File: src/rtl/glyph_div3_sched.sv
// glyph_div3_sched: shares one divide-by-3 datapath between the H (column) and
// V (row) coordinate requesters through a two-stage valid/ready pipeline.
//   Stage A: operand register feeding the div3 datapath.
//   Stage B: result register driving the out_* port.
// Build option: define GLYPH_DIV3_SCHED_RR_EN for round-robin arbitration
// seeded by FIRST_SRC. Left undefined, H has fixed priority and V is served
// only in cycles where H is idle.
module glyph_div3_sched #(
    parameter bit FIRST_SRC = 1'b0
) (
    input  logic       clk,
    input  logic       rst_n,
    input  logic       h_valid,
    input  logic [6:0] h_value,
    output logic       h_ready,
    input  logic       v_valid,
    input  logic [6:0] v_value,
    output logic       v_ready,
    output logic       out_valid,
    input  logic       out_ready,
    output logic       out_src,
    output logic [5:0] out_quot,
    output logic [1:0] out_rem,
    output logic       busy
);

    // Stage A: operand register
    logic       a_valid;
    logic       a_src;
    logic [6:0] a_value;

    // Stage B: result register
    logic       b_valid;
    logic       b_src;
    logic [5:0] b_quot;
    logic [1:0] b_rem;

    logic        b_free;
    logic        a_free;
    logic        grant_h;
    logic        grant_v;
    logic        accept;
    logic [12:0] prod;
    logic [5:0]  quot;
    logic [7:0]  rem_wide;

`ifdef GLYPH_DIV3_SCHED_RR_EN
    logic pri;  // source preferred on the next contended cycle (0 = H, 1 = V)
`endif

    // div3 datapath: floor(x*43/128) equals floor(x/3) for every x in 0..127
    always_comb begin
        prod     = {6'd0, a_value} * 13'd43;
        quot     = prod[12:7];
        rem_wide = {1'b0, a_value} - {1'b0, quot, 1'b0} - {2'b00, quot};
    end

    // Pipeline advance conditions and arbitration
    always_comb begin
        b_free = !b_valid || out_ready;
        a_free = !a_valid || b_free;
`ifdef GLYPH_DIV3_SCHED_RR_EN
        grant_v = v_valid && (!h_valid || pri);
        grant_h = h_valid && (!v_valid || !pri);
`else
        grant_h = h_valid;
        grant_v = v_valid && !h_valid;
`endif
        h_ready = a_free && grant_h;
        v_ready = a_free && grant_v;
        accept  = h_ready || v_ready;
    end

    // Pipeline registers; reset discards any in-flight entries at once
    always_ff @(posedge clk or negedge rst_n) begin
        if (!rst_n) begin
            a_valid <= 1'b0;
            a_src   <= 1'b0;
            a_value <= 7'd0;
            b_valid <= 1'b0;
            b_src   <= 1'b0;
            b_quot  <= 6'd0;
            b_rem   <= 2'd0;
`ifdef GLYPH_DIV3_SCHED_RR_EN
            pri     <= FIRST_SRC;
`endif
        end else begin
            if (b_free) begin
                b_valid <= a_valid;
                if (a_valid) begin
                    b_src  <= a_src;
                    b_quot <= quot;
                    b_rem  <= rem_wide[1:0];
                end
            end
            if (a_free) begin
                a_valid <= accept;
                if (accept) begin
                    a_src   <= grant_v;
                    a_value <= grant_v ? v_value : h_value;
                end
            end
`ifdef GLYPH_DIV3_SCHED_RR_EN
            // Pointer moves only when the grant is actually taken
            if (accept) begin
                pri <= !grant_v;
            end
`endif
        end
    end

    // Result port mirrors stage B
    always_comb begin
        out_valid = b_valid;
        out_src   = b_src;
        out_quot  = b_quot;
        out_rem   = b_rem;
        busy      = a_valid || b_valid;
    end

endmodule

File: config.mk
export PLATFORM = sky130hd
export DESIGN_NAME = glyph_div3_sched
export DESIGN_NICKNAME = d
export VERILOG_FILES = /design/src/rtl/glyph_div3_sched.sv
export SDC_FILE = /design/constraint.sdc
export NUM_CORES = 1
export LEC_CHECK = 0
export BUFFER_PORTS_ARGS = -buffer_cell sky130_fd_sc_hd__buf_2
export CORE_UTILIZATION = 25
export CTS_BUF_LIST = sky130_fd_sc_hd__clkbuf_4
export CTS_CLUSTER_SIZE = 12
export DETAILED_ROUTE_END_ITERATION = 8
export PLACE_DENSITY = 0.48
export SLEW_MARGIN = 20
export SYNTH_ARGS = -nofsm -noshare
export SYNTH_HDL_FRONTEND = slang
export SYNTH_SLANG_ARGS = --single-unit
File: constraint.sdc
create_clock -name clk -period 5.1 [get_ports clk]
set_clock_uncertainty 0.05 [all_clocks]
set_input_delay 0.51 -clock clk [delete_from_list [all_inputs] [get_ports clk]]
set_output_delay 0.51 -clock clk [all_outputs]
set_load 0.005 [all_outputs]
== Word-level counts from Yosys, hierarchy flattened ==
Cells that the tools add are included.

* Muxes and demuxes: 1
* Add/subtract/negate cells: 2
* Multipliers: 1
* Reductions and logical operators: 12

{| class="wikitable"
|+ Operators with widths
! cell !! number
|-
| $mul 7x6->13 const B || 1
|-
| $mux 7 || 1
|-
| $logic_or 1x1->1 || 4
|-
| $reduce_and 2->1 || 2
|-
| $sub 2x2->2 || 2
|-
| $logic_and 1x1->1 || 3
|-
| $logic_not 1->1 || 3
|}

* Bits of input ports: 19
* Output and inout port bits: 13
* Register bits after elaboration: 19
* Logic and storage cells: 23

== Depth between registers and ports, before layout ==
* Word-level depth: 6
* Depth in mapped cells: 15
* Gate-level depth less buffers: 15

== Worst setup path after synthesis ==
Ideal clock, no wire load.

* Path kind: reg2reg
* From: reg a_value[1]
* To: reg b_rem[1], in the netlist out_rem[1]
* Buffers on the path: 0
* Cell stages (with the launch flop): 16
* Clock period less this slack: 3.669 ns
* Path slack: 1.431 ns
* Setup time: 0.130 ns
* Arrival time: 3.488 ns
* Data required time: 4.920 ns
* Cells stage by stage: dfrtp_1 ha_1 inv_1 fa_1 inv_1 fa_1 ha_1 and4_4 a41oi_4 nand2_1 xor2_1 ha_1 xor2_1 xnor2_1 xnor2_1 o21ai_0

* Cells in the longest elaborated chain, start to end: 3

{| class="wikitable"
|+ RTL lines
! what !! RTL line !! text
|-
| start: declaration || 30 || <nowiki>logic [6:0] a_value;</nowiki>
|-
| start signal: assignment || 100 || <nowiki>a_value <= grant_v ? v_value : h_value;</nowiki>
|-
| $mul 7x6->13 * || 53 || <nowiki>prod = {6'd0, a_value} * 13'd43;</nowiki>
|-
| via prod[7] || 43 || <nowiki>logic [12:0] prod;</nowiki>
|-
| $sub 2x2->2 || 55 || <nowiki>rem_wide = {1'b0, a_value} - {1'b0, quot, 1'b0} - {2'b00, quot};</nowiki>
|-
| $sub 2x2->2 * || 55 ||
|-
| end signal: assignment || 93 || <nowiki>b_rem <= rem_wide[1:0];</nowiki>
|-
| end: declaration || 36 || <nowiki>logic [1:0] b_rem;</nowiki>
|}

Mark *: on every way through the listed nets, which the timed path passes. The rest lies on a longest branch.
A chain may end at the register's enable or synchronous reset.

== Final worst setup path ==
Ends and elaborated chain as after synthesis.

==> impl_metrics.yaml <==
critical_path:
  r2r_slack_ps: 1270
  critPathLaunchType: "flip-flop"
  crit_arrival_ps: 3980
  worstSetupPathType: "reg -> reg"
  ff2ff_path_depth: 15
  r2r_end: "out_rem[1]"
  end_kind: "flip-flop"
  cp.required_ps: 5250
  crit_fanout: 6
  timing.rr.start: "a_value[1]"
clock_network:
  cts_tree: "done"
  postCtsSetupRepairBufs: 0
  cts_resized: 0
  cts_num_sinks: 19
  cts_buffers: 3
  clk_path_buf_depth: 2
  postCtsHoldBufs: 0
  clkLatencyLatePin_ps: 310
  clockRootBuffer: "clkbuf_4"
  clk_pin_slew_ps: 130
  h-tree-depth: 1
layout:
  num-nets-final: 244
  syn_to_final_growth_pct: 17.2
  drive_gt1_share_pct: 23.4
  antenna_cells: 0
global_route:
  antenna_found_initial: 0
  grt_first_pass_wirelength_mm: 4.97
  grt_overflow: 0
  grt_max_degree: 20
  grt.total_usage_pct: 9.78
  grt_pass1_vias: 1076
die:
  core_sq_um: 6030
  die_h_um: 81.8
  fp.dieW_um: 81.8
  rows: 28
  ios: 32
  start_util_pct: 26.4
  die-area_sq_um: 6680
sta:
  timing.final.ws_setup_ps: 1270
  max_freq_mhz: 261
  worst_pin_slew_ps: 801
  finalSetupViolCount: 0
  hold_viol: 0
  tns_ps: 0
  grt_setup_unrepaired: "false"
  max_slew_margin_pct: 46.5
  slew_violations: 0
  period_needed_ps: 3830
  period_share_pct: 75.2
place:
  gp_congestion: 0.758
  portBuffers: 31
  dpl.hpwl_mm: 2.44
  dp_slack_ps: 1220
logic_synthesis:
  synth.area.mux_share_pct: 5.82
  synth_xor_area_share_pct: 5.51
  synth_top_area_cell: "dfrtp_1"
  post_synth_fa_ha_maj_area_fraction_pct: 31.2
  synth_cells: 155
  synth_nets: 210
  synth.distinct_cells: 29
  yosys.area_share.simple_pct: 10.9
  ys.flop_type: "dfrtp_1"
  ys_seq_elements: 19
  synthDominantCellAreaShare_pct: 29.9
  synth_edf_count: 0
  yosys_warnings: 0
  yosys-top-cells-area: "dfrtp_1, ha_1, fa_1"
  synth_compound_area_share_pct: 12.4
  avgSynthCellArea_sq_um: 10.3
  ys_seq_area_share_pct: 29.9
  synth-async-reset-ratio_pct: 100
  synth_top_family_by_area: "adder cells"
  yosys-top-cells-count: "ha_1, dfrtp_1, nand2_1"
  synth_area_sq_um: 1590
  synth_most_common_cell: "ha_1"
route:
  antenna_left: 0
  dr.pass1.iters: 3
  top_layer: "met4"
  drc_errors: 0
  met3WireLength_um: 47
  met1_length_mm: 1.44
  met2_length_mm: 1.42
  drt_iter0_markers: 62
  viasPerCell: 4.45
  via_count: 1171
  routed_wl_mm: 2.96
  wl_per_cell_um: 11.3
pwr:
  share_comb_of_total_power_pct: 69.7
  clockPowerShare_pct: 7.8
  seq_power_share_pct: 22.5
  switching_share_pct: 45.0
  leakage_nw: 0.980
  powerDensity_nw_per_um2: 579
  vdd_drop_max_mv: 0.270
  power_mw: 1.08
  switching_power_uw: 485
  intPower_uw: 593
hold_path:
  hold_path.class: "in -> async"
run_status:
  status: "finished, final reports clean"
run:
  cap_violations: 0
worst max-delay path: stages, from the launching register on:
cell and delay, ps:
dfrtp_1 480, ha_1 310, inv_1 50, fa_1 530, inv_1 50, fa_1 470, ha_1 310, and4_4 190
a41oi_4 260, nand2_1 120, xor2_1 180, ha_1 180, xor2_1 170, xnor2_1 150, xnor2_1 130, o21ai_0 80
cell type report:
class | count | area, sq um
well taps | 75 | 93.8
fillers | 650 | 4160
clock inverters | 1 | 5.00
multi-input cells | 118 | 1050
flip-flops and latches | 19 | 475
inverters | 15 | 56.3
repair buffers | 32 | 163
clock buffers | 3 | 22.5
per-layer routing:
layer,track usage [%],vias up
met3,1.33,4
li1,-,598
met2,15.0,10
met5,0,-
met4,4.21,0
met1,13.6,559
cells by family (layout without fill, tap and decap cells):
| kind of cell | after synthesis | after routing |
|---|---|---|
| multiplexers | 9 | 9 |
| adder cells (fa/ha/maj) | 36 | 36 |
| buffers and inverters | 18 | 51 |
| AND/OR/NAND/NOR | 36 | 36 |
| flip-flops | 19 | 19 |
| AO/OA/AOI/OAI | 27 | 27 |
| XOR/XNOR | 10 | 10 |
sequential cells by signal, indices dropped and copies added (netlist names):
signal and flops:
a_value 7, out_quot 6, out_rem 2, a_src 1, a_valid 1, out_src 1, out_valid 1
stage by stage:
step / std cells / instance area (sq um) / utilization (%) / hold WS, ps
floorplan: 155 / 1590 / - / 164
global placement: 259 / 1840 / 30.5 / 415
detailed placement: 259 / 1840 / 30.5 / 428
CTS: 263 / 1860 / 30.9 / 82.1
global route: 263 / 1860 / 30.9 / 109
finish: 263 / 1860 / 30.9 / 66.4
worst max path at each step:
| stage | startpoint | to | slack [ps] | cells after the start |
|---|---|---|---|---|
| floorplan | a_value[1] | out_rem[1] | 1430 | 15 |
| global placement | a_value[1] | out_rem[1] | 1290 | 15 |
| detailed placement | a_value[1] | out_rem[1] | 1220 | 15 |
| CTS | a_value[1] | out_rem[1] | 1220 | 15 |
| global route | a_value[1] | out_rem[1] | 980 | 15 |
| finish | a_value[1] | out_rem[1] | 1270 | 15 |
placed cells by master, fill, tap and decap left out:
cell type  instances
a21o_1             3
xor2_1             7
a211oi_1           1
mux2i_1            7
a21o_2             1
and4_4             1
a21oi_2            1
inv_1             15
buf_4              1
clkbuf_4           3
nand2_1           19
mux2_2             2
ha_1              30
nand4_1            1
o41ai_4            1
nand3b_1           2
and2_1             1
nor2b_1            1
nor2_1             4
nand3_1            1
xnor2_1            3
clkinv_2           1
a21oi_1            4
o21ai_0           15
buf_2             31
fa_1               6
or2_2              1
nor3_1             1
or2b_1             1
a41oi_4            1
dfrtp_1           19
nand2b_1           3
power groups by stage:
stage | logic (mW) | registers [mW] | clock network, mW
2_1_floorplan | 0.606 | 0.242 | 0
3_3_place_gp | 0.767 | 0.246 | 0
3_5_place_dp | 0.769 | 0.249 | 0
4_1_cts | 0.772 | 0.245 | 0.0888
5_1_grt | 0.868 | 0.252 | 0.0926
6_report | 0.752 | 0.243 | 0.0837
(Power assumes the default switching activity.)
